File: config.mk
export PLATFORM = sky130hd
export DESIGN_NAME = mask_read_arbiter_flat
export DESIGN_NICKNAME = d
export VERILOG_FILES = /design/src/rtl/mask_read_arbiter_if.sv /design/src/rtl/mask_read_arbiter.sv /design/src/flat_wrapper.sv
export SDC_FILE = /design/constraint.sdc
export NUM_CORES = 1
export LEC_CHECK = 0
export BUFFER_PORTS_ARGS = -buffer_cell sky130_fd_sc_hd__buf_2
export CAP_MARGIN = 20
export CORE_MARGIN = 5
export CORE_UTILIZATION = 35
export CTS_CLUSTER_SIZE = 40
export DETAILED_ROUTE_END_ITERATION = 6
export HOLD_SLACK_MARGIN = 0.02
export PLACE_DENSITY = 0.61
export SLEW_MARGIN = 20
export SYNTH_ARGS = -nofsm -noshare
export SYNTH_HDL_FRONTEND = slang
export SYNTH_SLANG_ARGS = --single-unit
File: constraint.sdc
create_clock -name clk_in -period 1.4 [get_ports clk_in]
set_input_delay 0.14 -clock clk_in [delete_from_list [all_inputs] [get_ports clk_in]]
set_output_delay 0.14 -clock clk_in [all_outputs]
set_load 0.01 [all_outputs]
File: src/rtl/mask_read_arbiter_if.sv
// Request/response bundle shared by the two mask readers and the BRAM port.
// The slave side is the arbiter; the master side is requesters plus RAM.
interface mask_read_arbiter_if #(
  parameter int ADDR_WIDTH = 19
);
  logic                  req0_valid_in;
  logic [ADDR_WIDTH-1:0] req0_addr_in;
  logic                  req0_last_in;
  logic                  req0_ready_out;
  logic                  rsp0_valid_out;
  logic                  rsp0_data_out;
  logic                  req1_valid_in;
  logic [ADDR_WIDTH-1:0] req1_addr_in;
  logic                  req1_last_in;
  logic                  req1_ready_out;
  logic                  rsp1_valid_out;
  logic                  rsp1_data_out;
  logic [ADDR_WIDTH-1:0] ram_addr_out;
  logic                  ram_data_in;

  modport slave (
    input  req0_valid_in, req0_addr_in, req0_last_in,
    input  req1_valid_in, req1_addr_in, req1_last_in,
    input  ram_data_in,
    output req0_ready_out, rsp0_valid_out, rsp0_data_out,
    output req1_ready_out, rsp1_valid_out, rsp1_data_out,
    output ram_addr_out
  );

  modport master (
    output req0_valid_in, req0_addr_in, req0_last_in,
    output req1_valid_in, req1_addr_in, req1_last_in,
    output ram_data_in,
    input  req0_ready_out, rsp0_valid_out, rsp0_data_out,
    input  req1_ready_out, rsp1_valid_out, rsp1_data_out,
    input  ram_addr_out
  );
endinterface

File: src/rtl/mask_read_arbiter.sv
// Two-requester arbiter for the mask BRAM read port with burst lock + tags.
// Define MASK_ARB_RR_EN for round-robin priority; otherwise req0 always wins.
module mask_read_arbiter #(
  parameter int ADDR_WIDTH  = 19,
  parameter int RAM_LATENCY = 2
) (
  input logic clk_in,
  input logic rst_in,
  mask_read_arbiter_if.slave bus
);
  localparam int NS = RAM_LATENCY + 1;

  logic                  lock_q, lock_d;
  logic                  lock_id_q, lock_id_d;
  logic                  prio_q, prio_d;
  logic [NS-1:0]         tvld_q, tvld_d;
  logic [NS-1:0]         tid_q, tid_d;
  logic [ADDR_WIDTH-1:0] addr_q, addr_d;
  logic                  dat0_q, dat0_d;
  logic                  dat1_q, dat1_d;

  logic                  gnt_id;
  logic                  rdy0, rdy1;
  logic                  acc;
  logic                  acc_last;
  logic [ADDR_WIDTH-1:0] acc_addr;
  logic                  fin_v;
  logic                  fin_id;
  logic                  rsp0_v, rsp1_v;

  // Pick the candidate requester; a held lock overrides priority.
  always_comb begin
    gnt_id = 1'b0;
    if (lock_q)
      gnt_id = lock_id_q;
    else if (bus.req0_valid_in && bus.req1_valid_in)
      gnt_id = prio_q;
    else
      gnt_id = bus.req1_valid_in;
    rdy0     = !rst_in && !gnt_id && bus.req0_valid_in;
    rdy1     = !rst_in &&  gnt_id && bus.req1_valid_in;
    acc      = rdy0 || rdy1;
    acc_last = gnt_id ? bus.req1_last_in : bus.req0_last_in;
    acc_addr = gnt_id ? bus.req1_addr_in : bus.req0_addr_in;
  end

  assign bus.req0_ready_out = rdy0;
  assign bus.req1_ready_out = rdy1;

  // Lock, priority, tag shift and issue-address next state.
  always_comb begin
    lock_d    = lock_q;
    lock_id_d = lock_id_q;
    prio_d    = prio_q;
    if (acc) begin
      lock_d = !acc_last;
      if (!acc_last)
        lock_id_d = gnt_id;
    end
`ifdef MASK_ARB_RR_EN
    if (acc && acc_last)
      prio_d = ~gnt_id;
`else
    prio_d = 1'b0;
`endif
    tvld_d = {tvld_q[NS-2:0], acc};
    tid_d  = {tid_q[NS-2:0], acc & gnt_id};
    addr_d = acc ? acc_addr : addr_q;
  end

  assign bus.ram_addr_out = addr_q;

  // Route returning BRAM data to the requester named by the oldest tag.
  always_comb begin
    fin_v  = tvld_q[NS-1] && !rst_in;
    fin_id = tid_q[NS-1];
    rsp0_v = fin_v && !fin_id;
    rsp1_v = fin_v &&  fin_id;
    dat0_d = rsp0_v ? bus.ram_data_in : dat0_q;
    dat1_d = rsp1_v ? bus.ram_data_in : dat1_q;
  end

  assign bus.rsp0_valid_out = rsp0_v;
  assign bus.rsp1_valid_out = rsp1_v;
  assign bus.rsp0_data_out  = dat0_d;
  assign bus.rsp1_data_out  = dat1_d;

  // State registers; reset flushes in-flight tags and releases the lock.
  always_ff @(posedge clk_in) begin
    if (rst_in) begin
      lock_q    <= 1'b0;
      lock_id_q <= 1'b0;
      prio_q    <= 1'b0;
      tvld_q    <= '0;
      tid_q     <= '0;
      addr_q    <= '0;
      dat0_q    <= 1'b0;
      dat1_q    <= 1'b0;
    end else begin
      lock_q    <= lock_d;
      lock_id_q <= lock_id_d;
      prio_q    <= prio_d;
      tvld_q    <= tvld_d;
      tid_q     <= tid_d;
      addr_q    <= addr_d;
      dat0_q    <= dat0_d;
      dat1_q    <= dat1_d;
    end
  end
endmodule
File: src/flat_wrapper.sv
// flat-port wrapper written by rule: the top's interface ports become plain ports
module mask_read_arbiter_flat 
#(
  parameter int ADDR_WIDTH  = 19,
  parameter int RAM_LATENCY = 2
)
  (clk_in, rst_in, bus_req0_valid_in, bus_req0_addr_in, bus_req0_last_in, bus_req1_valid_in, bus_req1_addr_in, bus_req1_last_in, bus_ram_data_in, bus_req0_ready_out, bus_rsp0_valid_out, bus_rsp0_data_out, bus_req1_ready_out, bus_rsp1_valid_out, bus_rsp1_data_out, bus_ram_addr_out);
  mask_read_arbiter_if #(.ADDR_WIDTH(ADDR_WIDTH)) bus_i ();
  input logic clk_in;
  input logic rst_in;
  input wire logic [$bits(bus_i.req0_valid_in)-1:0] bus_req0_valid_in;
  input wire logic [$bits(bus_i.req0_addr_in)-1:0] bus_req0_addr_in;
  input wire logic [$bits(bus_i.req0_last_in)-1:0] bus_req0_last_in;
  input wire logic [$bits(bus_i.req1_valid_in)-1:0] bus_req1_valid_in;
  input wire logic [$bits(bus_i.req1_addr_in)-1:0] bus_req1_addr_in;
  input wire logic [$bits(bus_i.req1_last_in)-1:0] bus_req1_last_in;
  input wire logic [$bits(bus_i.ram_data_in)-1:0] bus_ram_data_in;
  output wire logic [$bits(bus_i.req0_ready_out)-1:0] bus_req0_ready_out;
  output wire logic [$bits(bus_i.rsp0_valid_out)-1:0] bus_rsp0_valid_out;
  output wire logic [$bits(bus_i.rsp0_data_out)-1:0] bus_rsp0_data_out;
  output wire logic [$bits(bus_i.req1_ready_out)-1:0] bus_req1_ready_out;
  output wire logic [$bits(bus_i.rsp1_valid_out)-1:0] bus_rsp1_valid_out;
  output wire logic [$bits(bus_i.rsp1_data_out)-1:0] bus_rsp1_data_out;
  output wire logic [$bits(bus_i.ram_addr_out)-1:0] bus_ram_addr_out;
  assign bus_i.req0_valid_in = bus_req0_valid_in;
  assign bus_i.req0_addr_in = bus_req0_addr_in;
  assign bus_i.req0_last_in = bus_req0_last_in;
  assign bus_i.req1_valid_in = bus_req1_valid_in;
  assign bus_i.req1_addr_in = bus_req1_addr_in;
  assign bus_i.req1_last_in = bus_req1_last_in;
  assign bus_i.ram_data_in = bus_ram_data_in;
  assign bus_req0_ready_out = bus_i.req0_ready_out;
  assign bus_rsp0_valid_out = bus_i.rsp0_valid_out;
  assign bus_rsp0_data_out = bus_i.rsp0_data_out;
  assign bus_req1_ready_out = bus_i.req1_ready_out;
  assign bus_rsp1_valid_out = bus_i.rsp1_valid_out;
  assign bus_rsp1_data_out = bus_i.rsp1_data_out;
  assign bus_ram_addr_out = bus_i.ram_addr_out;
  mask_read_arbiter #(.ADDR_WIDTH(ADDR_WIDTH), .RAM_LATENCY(RAM_LATENCY)) u_core (.clk_in(clk_in), .rst_in(rst_in), .bus(bus_i));
endmodule
# == Word-level counts from Yosys, hierarchy flattened ==
# Index checks and enable logic that the tools add are counted.
# totals
in_bits,45
regBits,29
out_inout_bits,25
elab_cells,29
# classes
muxes,6
n_reduce_logical,14
n_bitwise,2
# op_table
op,n
19-bit two-way mux,1
1-bit logical AND,8
1-bit two-way mux,5
1-bit logical NOT,4
2-bit AND reduction,1
1-bit AND,1
1-bit logical OR,1
1-bit inverter,1

# == Depth between registers and ports, before layout ==
# Gate-level depths: netlist of run 1.
# depth
word_depth,8
mapped_depth,5
mapped_depth_nobuf,3

# == Worst setup path after synthesis of run 1 ==
# OpenSTA, ideal clock, no wires.
# synth_timing
path_type,register to register
startpoint,register u_core.tvld_q[2]
endpoint,register u_core.dat0_q
period_less_slack_ps,1375
path_stages_with_launch,4
path_buffers,0
setup_time_ps,128
arrival_ps,1247
required_ps,1272
setup_slack_ps,25
cell_sequence,dfxtp_1 -> nor3b_1 -> mux2_2 -> nor2b_1
# synth_between
elab_chain_cells,3
# synth_lines
item,line_no,text
"start, declared",mask_read_arbiter.sv:16,"logic [NS-1:0] tvld_q, tvld_d;"
"start signal, assigned",mask_read_arbiter.sv:103,tvld_q <= tvld_d;
1-bit logical AND,mask_read_arbiter.sv:75,fin_v = tvld_q[NS-1] && !rst_in;
1-bit logical AND,mask_read_arbiter.sv:77,rsp0_v = fin_v && !fin_id;
named net bus_rsp0_valid_out,flat_wrapper.sv:19,output wire logic [$bits(bus_i.rsp0_valid_out)-1:0] bus_rsp0_valid_out;
1-bit two-way mux,mask_read_arbiter.sv:79,dat0_d = rsp0_v ? bus.ram_data_in : dat0_q;
named net bus_rsp0_data_out,flat_wrapper.sv:20,output wire logic [$bits(bus_i.rsp0_data_out)-1:0] bus_rsp0_data_out;
"end signal, assigned",mask_read_arbiter.sv:106,dat0_q <= dat0_d;
"end, declared",mask_read_arbiter.sv:19,"logic dat0_q, dat0_d;"
# The timed path passes the listed nets, and every way through them passes these cells.
# A chain may end at the register's enable or synchronous reset.

# == Worst setup path in the final report of run 1 ==
# layout_timing
startpoint,register u_core.tid_q[2]
endpoint,output port bus_rsp0_data_out
# layout_between
elab_chain_cells,3
# layout_lines
item,line_no,text
"start, declared",mask_read_arbiter.sv:17,"logic [NS-1:0] tid_q, tid_d;"
"start signal, assigned",mask_read_arbiter.sv:104,tid_q <= tid_d;
1-bit logical NOT,mask_read_arbiter.sv:77,
1-bit logical AND,mask_read_arbiter.sv:77,
1-bit two-way mux,mask_read_arbiter.sv:79,
"end, declared",flat_wrapper.sv:20,
# No other way between the ends.

==> results of run 1 <==
power breakdown:
part / total (mW) / switching, mW / internal [mW]
registers: 0.921 / 0.0310 / 0.890
logic: 0.638 / 0.341 / 0.297
clock network: 0.679 / 0.337 / 0.342
total: 2.24 / 0.708 / 1.53
cell usage after synthesis, drive strengths merged:
cell type,instances
dfxtp,29
a21oi,21
inv,21
a2111oi,20
nand2b,20
o32ai,19
or3b,19
clkbuf,11
buf,9
nor2b,7
nor2,4
nand2,3
mux2,2
nor3,2
nor3b,2
o21ai,2
a31o,1
and3b,1
nand3b,1
o21a,1
o21bai,1
layer usage:
layer | routed length, um | up-vias | track usage
met5 | 0 | - | 0
met4 | 68 | 0 | 0.05574
met3 | 417 | 6 | 0.05044
met2 | 2506 | 77 | 0.2402
met1 | 2269 | 835 | 0.2121
li1 | - | 887 | -
final timing paths:
kind               startpoint                          end  slack (ps)  cells past startpoint
max           u_core.tid_q[2]            bus_rsp0_data_out         0.8                      3
min          bus_req0_last_in                u_core.lock_q          50                      2
max reg2reg     u_core.lock_q  u_core.bus.ram_addr_out[11]          60                      4
min reg2reg   u_core.tid_q[1]              u_core.tid_q[2]         430                      1
stage by stage:
step           hold slack [ps]  instance area (um2)  instances    util  setup slack [ps]
6_report                 49.09                 2574        347  0.5104            0.7685
2_1_floorplan            208.9                 1790        196       -             25.31
3_5_place_dp             358.0                 2236        330  0.4434             50.49
5_1_grt                  49.77                 2574        347  0.5104            -48.41
4_1_cts                  47.45                 2389        342  0.4737            -32.90
3_3_place_gp             361.4                 2236        330  0.4434             76.99
cell type report:
| cell class | count | area (um2) | area share |
|---|---|---|---|
| clock buffers | 5 | 68.82 | 0.02674 |
| clock inverters | 3 | 17.52 | 0.006806 |
| inverters | 21 | 78.83 | 0.03063 |
| multi-input cells | 126 | 1185 | 0.4604 |
| flip-flops and latches | 29 | 585.6 | 0.2275 |
| well taps | 70 | 87.58 | 0.03403 |
| repair buffers | 93 | 550.5 | 0.2139 |
what timing repair did:
action,in CTS,in global routing
setup endpoints to repair,2,23
gates cloned,0,0
gates resized for setup,10,17
setup buffers,4,5
pin swaps,2,4
cell families after synthesis:
group,Yosys count,share of synthesized area
muxes,2,0.01258
DFF,29,0.3243
buffers and inverters,41,0.09992
AOI/OAI and AO/OA,65,0.3382
and+or+nand+nor,59,0.2250
worst max-delay path: stages (launching register included):
cell and delay [ps]:
dfxtp_2 330, nor3b_4 200, mux2_4 330, buf_6 120
flip-flops by register name, indices dropped and copies added, names as in the netlist:
name and count:
u_core.bus.ram_addr_out 19, u_core.tid_q 3, u_core.tvld_q 3, u_core.dat0_q 1
u_core.dat1_q 1, u_core.lock_id_q 1, u_core.lock_q 1
==> flow_summary.json, run 1 <==
{
  "outcome": "finished clean",
  "grt_usage": 0.1591,
  "overflow": 0,
  "yosysSeqAreaShare": 0.3242,
  "layout-drive-gt1-share": 0.4801,
  "first_global_vias": 1687,
  "postSynthAreaPerCell_um2": 9.135,
  "slew_violations": 0,
  "port_buffers": 69,
  "postSynthCellCount": 196,
  "chipWidth_um": 81.53,
  "num_vias": 1805,
  "ys_types": 28,
  "grt_max_degree": 23,
  "cts_sinks": 29,
  "total_power_mw": 2.237,
  "syn_to_final_growth_pct": 43.75,
  "antenna_found_initial": 0,
  "rsz0062_at_grt": "yes",
  "tns_ps": 0,
  "synth_top_cell_by_area": "dfxtp_1",
  "drc": 0,
  "skew_ps": 3.996,
  "place_congestion": 0.7776,
  "routedWlPerCell_um": 15.16,
  "arrival_ps": 1260,
  "diodes": 0,
  "power.density_nw_per_um2": 869.3,
  "clk_path_buf_depth": 2,
  "fin_nets": 321,
  "die_h_um": 81.53,
  "mostFrequentLayoutCells": "buf_2 (68), dfxtp_1 (25), a21oi_1 (21)",
  "ys_seq_elements": 29,
  "synth_top_area_share": 0.3242,
  "fmax_mhz": 714.7,
  "max_slew.worst_pin.slew_ps": 438.7,
  "clockRootBuffer": "clkbuf_8",
  "vias_per_cell": 5.202,
  "clk_latency_ps": 280,
  "grt_pass1_wl_mm": 8.073,
  "drt_iter0_drc": 90,
  "critPathLaunchType": "register",
  "cts_buffers": 5,
  "drv_cap": 0,
  "crit_path_max_fanout": 2,
  "netlist_area_um2": 1790,
  "period_share": 0.9995,
  "crit_type": "reg -> out",
  "ctsHoldBuffers": 0,
  "min_period_ps": 1399,
  "hpwl_mm": 3.566,
  "firstDrtPassIters": 4,
  "tritoncts": "built",
  "finalHoldViolCount": 0,
  "ant_nets": 0,
  "p_leak_nw": 1.034,
  "maxSlewHeadroom": 0.7066,
  "hp-class": "in -> reg",
  "clk_pin_slew_ps": 70,
  "start_util": 0.3551,
  "drt_wl_total_mm": 5.261,
  "worst_ir_drop_vdd_v": 0.0004407,
  "endpoint_kind": "output pin",
  "core_um2": 5042,
  "ys.warnings.count": 0,
  "fill_cells": 499,
  "worst_ep_required_time_ps": 1260,
  "dieArea_um2": 6646,
  "rows": 26,
  "synth_nets": 241,
  "ios": 70,
  "synthTopCellsByArea": "dfxtp_1 (32%), a2111oi_2 (17%), o32ai_1 (9.3%), or3b_1 (8.8%), nand2b_1 (7.0%)",
  "layout_commonest_cell": "buf_2",
  "setup_viol": 0,
  "h-tree-depth": 2
}
No activity file was read; power rests on OpenSTA's default activity.
==> run 2, diff against run 1 <==
- CORE_UTILIZATION: 35 -> 44
- PLACE_DENSITY: 0.61 -> 0.74
==> run 2 against run 1 <==
Effect of this change:
- the run now ends with negative setup slack left
- sequential power barely moved
- clock power rose by 4.9%
- count of clock-buffer cells in the layout did not move
- register-to-register slack got worse by 30 ps
- global-route usage rose by 2.2 points
- worst setup slack got worse by 29 ps
- critical endpoint unchanged
==> flow_summary.json, run 2 (synthesis results as in run 1) <==
{
  "first_global_vias": 1683,
  "max_stage_delay_ps": 330,
  "rows": 23,
  "ant_nets": 0,
  "tns_ps": -28.51,
  "clk_latency_ps": 290,
  "grt_usage": 0.1807,
  "grt_pass1_wl_mm": 7.645,
  "violations": "negative setup slack",
  "arrival_ps": 1290,
  "grt_max_degree": 23,
  "crit_path_max_fanout": 2,
  "h-tree-depth": 2,
  "clockRootBuffer": "clkbuf_8",
  "die_h_um": 73.79,
  "hp-class": "in -> reg",
  "cp_cell_sequence": "nor3b_4 -> mux2_4 -> buf_6",
  "final_core_util": 0.6487,
  "worst_ir_drop_vdd_v": 0.0005513,
  "worst_slack_ps": -28.51,
  "fmax_mhz": 700.0,
  "placed_area_um2": 2226,
  "diodes": 0,
  "multi_input_area_um2": 1220,
  "ios": 70,
  "chipWidth_um": 73.79,
  "endpoint_kind": "output pin",
  "crit_type": "reg -> out",
  "vias_per_cell": 5.591,
  "period_share": 1.020,
  "min_period_ps": 1429,
  "clk_path_buf_depth": 2,
  "tritoncts": "built",
  "fin_nets": 317,
  "pre_cts_slack_ps": 9.845,
  "final_area_um2": 2576,
  "critPathTopFamily": "flip-flops",
  "crit_buf_inv": 1,
  "drt_wl_total_mm": 5.167,
  "layout_commonest_cell": "buf_2",
  "dieArea_um2": 5445,
  "core_um2": 3971,
  "num_vias": 1806,
  "routedWlPerCell_um": 16.00,
  "whs_ps": 52.40,
  "hpwl_mm": 3.407,
  "drc": 0,
  "total_power_mw": 2.295,
  "finalHoldViolCount": 0,
  "cp_slowest_cell": "dfxtp_2",
  "worst_ep_required_time_ps": 1260,
  "firstDrtPassIters": 4,
  "rrSetupSlack_ps": 30,
  "max_slew.worst_pin.slew_ps": 477.6,
  "start_util": 0.4509,
  "fill_cells": 339,
  "mostFrequentLayoutCells": "buf_2 (67), dfxtp_1 (25), inv_1 (20), a21oi_1 (20)",
  "skew_ps": 2.185,
  "p_leak_nw": 1.017,
  "placed_cells": 312,
  "outcome": "finished with violations",
  "ctsHoldBuffers": 0,
  "critPathLaunchType": "register",
  "slew_violations": 0,
  "stdcell_count": 323,
  "maxSlewHeadroom": 0.6806,
  "largest_register_ffs": 19,
  "layout-drive-gt1-share": 0.4799,
  "drv_cap": 0,
  "setup_viol": 1,
  "drt_iter0_drc": 64,
  "clk_pin_slew_ps": 70,
  "overflow": 0,
  "place_congestion": 0.7659,
  "power.density_nw_per_um2": 890.9,
  "area.sequential_um2": 588.1,
  "cts_buffers": 5,
  "rsz0062_at_grt": "yes",
  "antenna_found_initial": 0,
  "cts_sinks": 29,
  "syn_to_final_growth_pct": 43.89,
  "port_buffers": 69
}
-- run 2: repair_timing --
| item | in CTS | in global routing |
|---|---|---|
| cloned | 0 | 0 |
| resized for setup | 13 | 23 |
| pin swaps | 1 | 3 |
| endpoints found under the setup margin | 6 | 24 |
| setup buffers | 2 | 1 |
-- run 2: layout make-up --
class / instances / area share
multi-input cells: 126 / 0.4735
flip-flops and latches: 29 / 0.2283
repair buffers: 89 / 0.2079
inverters: 21 / 0.03060
clock buffers: 5 / 0.02671
well taps: 50 / 0.02428
clock inverters: 3 / 0.008742
-- run 2: per-layer routing --
| metal | routed length (um) | vias up | track usage |
|---|---|---|---|
| met5 | 0 | - | 0 |
| met4 | 86 | 0 | 0.06036 |
| met3 | 421 | 9 | 0.05472 |
| met2 | 2585 | 70 | 0.2953 |
| met1 | 2074 | 847 | 0.2252 |
| li1 | - | 880 | - |
-- run 2: worst paths after layout --
| check | cells past startpoint | from | end |
|---|---|---|---|
| worst max-delay path | 3 | u_core.tvld_q[2] | bus_rsp0_data_out |
| worst min-delay path | 2 | bus_req0_last_in | u_core.lock_q |
| worst max register to register | 4 | u_core.lock_id_q | u_core.bus.ram_addr_out[7] |
| worst min register to register | 1 | u_core.tvld_q[1] | u_core.tvld_q[2] |
-- run 2: worst register-to-register path, stage by stage (launching register included) --
cell,delay [ps]
dfxtp_2,330
nand2b_4,140
a31o_4,260
buf_12,160
a2111oi_2,360
-- run 2: power by group --
group          switching (mW)  total, mW  internal (mW)
registers              0.0307      0.920          0.889
logic                   0.352      0.664          0.311
clock network           0.364      0.712          0.348
total                   0.747       2.30           1.55
==> run 3, diff against run 2 <==
- CORE_MARGIN: 5 -> 3
- CORE_UTILIZATION: 44 -> 40
- CTS_CLUSTER_SIZE: 40 -> unset
- PLACE_DENSITY: 0.74 -> 0.68
==> run 3 against run 2 <==
Effect of this change:
- the run still ends with negative setup slack left
- maximum frequency down 1.9%
- worst hold slack better by 9.2 ps
- non-clock buffer count down 1
- flip-flop and latch count unchanged
- clock skew up 1.6 ps
- highest routed layer unchanged
==> flow_summary.json, run 3 (synthesis results as in run 1) <==
{
  "arrival_ps": 1620,
  "hpwl_mm": 3.355,
  "power.density_nw_per_um2": 883.6,
  "period_share": 1.040,
  "layout-drive-gt1-share": 0.5055,
  "drc": 0,
  "skew_ps": 3.765,
  "p_leak_nw": 1.035,
  "die_h_um": 72.91,
  "num_vias": 1823,
  "comb_power_share": 0.291,
  "grt_usage": 0.1926,
  "clk_pin_slew_ps": 60,
  "cp_cell_sequence": "buf_4 -> a31o_4 -> buf_8 -> a2111oi_2",
  "worst_ir_drop_vdd_v": 0.0003603,
  "finalHoldViolCount": 0,
  "cts_sinks": 29,
  "top_layer_used": "met4",
  "drt_wl_total_mm": 5.399,
  "tns_ps": -56.10,
  "final_area_um2": 2597,
  "max_stage_delay_ps": 420,
  "crit_path_max_fanout": 10,
  "crit_type": "reg -> reg",
  "dieArea_um2": 5315,
  "firstDrtPassIters": 4,
  "tritoncts": "built",
  "grt_max_degree": 23,
  "diodes": 0,
  "wl_met1_mm": 2.211,
  "rows": 23,
  "vias_per_cell": 5.679,
  "hp-class": "in -> reg",
  "cp_slowest_cell": "a2111oi_2",
  "antenna_found_initial": 0,
  "core_um2": 4144,
  "outcome": "finished with violations",
  "h-tree-depth": 2,
  "mostFrequentLayoutCells": "buf_2 (68), dfxtp_1 (25), inv_1 (20), a21oi_1 (20), nand2b_1 (19)",
  "fin_nets": 316,
  "place_congestion": 0.7740,
  "dr_wl_met3_um": 310,
  "clockRootBuffer": "clkbuf_8",
  "p_sw_mw": 0.7071,
  "overflow": 0,
  "p_seq_frac": 0.402,
  "first_global_vias": 1745,
  "clk_path_buf_depth": 2,
  "whs_ps": 61.59,
  "grt_pass1_wl_mm": 7.990,
  "ant_nets": 0,
  "maxSlewHeadroom": 0.6744,
  "crit_buf_inv": 2,
  "port_buffers": 69,
  "ios": 70,
  "endpoint_kind": "register",
  "largest_register_ffs": 19,
  "min_period_ps": 1456,
  "fmax_mhz": 686.8,
  "clk_latency_ps": 290,
  "slew_violations": 0,
  "critPathTopFamily": "compound AO/OA/AOI/OAI gates",
  "chipWidth_um": 72.91,
  "critPathLaunchType": "register",
  "clockPowerShare": 0.307,
  "sw_frac_of_total": 0.3081,
  "violations": "negative setup slack",
  "wl_met2_mm": 2.733,
  "routedWlPerCell_um": 16.82,
  "setup_viol": 1,
  "pre_cts_slack_ps": 14.37,
  "max_slew.worst_pin.slew_ps": 487.7,
  "drv_cap": 0,
  "worst_ep_required_time_ps": 1560,
  "power.internal_mw": 1.588,
  "placed_area_um2": 2211,
  "layout_commonest_cell": "buf_2",
  "syn_to_final_growth_pct": 45.07,
  "start_util": 0.4321,
  "cts_buffers": 5,
  "rsz0062_at_grt": "yes",
  "drt_iter0_drc": 131,
  "worst_slack_ps": -56.10
}
[run 3: cell count changes in the layout (fill, tap and decap cells not counted), moves of 2 or more]
cell,previous run,this run
clkinvlp_4,3,0
a2111oi_2,9,11
a2111oi_4,11,9
buf_8,0,2
o32ai_1,19,11
buf_4,15,13
o32ai_2,0,8
[run 3: power groups by stage]
stage	clock, mW	combinational, mW	sequential [mW]
global route	0.755	0.723	0.929
CTS	0.714	0.570	0.920
finish	0.705	0.668	0.922
floorplan	0	0.315	0.958
detailed placement	0	0.543	0.936
global placement	0	0.531	0.936
[run 3: cell type report]
class                   instances  area [um2]
fillers                       350        1546
multi-input cells             126        1257
flip-flops and latches         29       588.1
repair buffers                 88       524.3
clock buffers                   7       86.33
inverters                      21       78.83
well taps                      50       62.56
[run 3: layer usage]
| layer | up-vias | track usage |
|---|---|---|
| li1 | 877 | - |
| met1 | 860 | 0.2314 |
| met2 | 71 | 0.3236 |
| met3 | 15 | 0.04683 |
| met4 | 0 | 0.08607 |
| met5 | - | 0 |
[run 3: final timing paths]
path,from,end,slack [ps],cells after the start
worst max register to register,u_core.lock_q,u_core.bus.ram_addr_out[4],-60,4
worst min-delay path,bus_req0_last_in,u_core.lock_q,60,2
worst min register to register,u_core.tid_q[1],u_core.tid_q[2],440,1
worst max-delay path,u_core.lock_q,u_core.bus.ram_addr_out[4],-60,4
[run 3: through the flow]
step | util | power (mW) | instances
CTS | 0.5752 | 2.204 | 321
floorplan | - | 1.273 | 196
detailed placement | 0.5335 | 1.479 | 310
global route | 0.6268 | 2.407 | 321
finish | 0.6268 | 2.295 | 321
global placement | 0.5335 | 1.467 | 310
[run 3: what timing repair did]
action	CTS	global route
setup endpoints to repair	3	23
hold buffers	0	0
resized for setup	16	26
cloned	0	0
buffers inserted	4	0
pin swaps	1	3
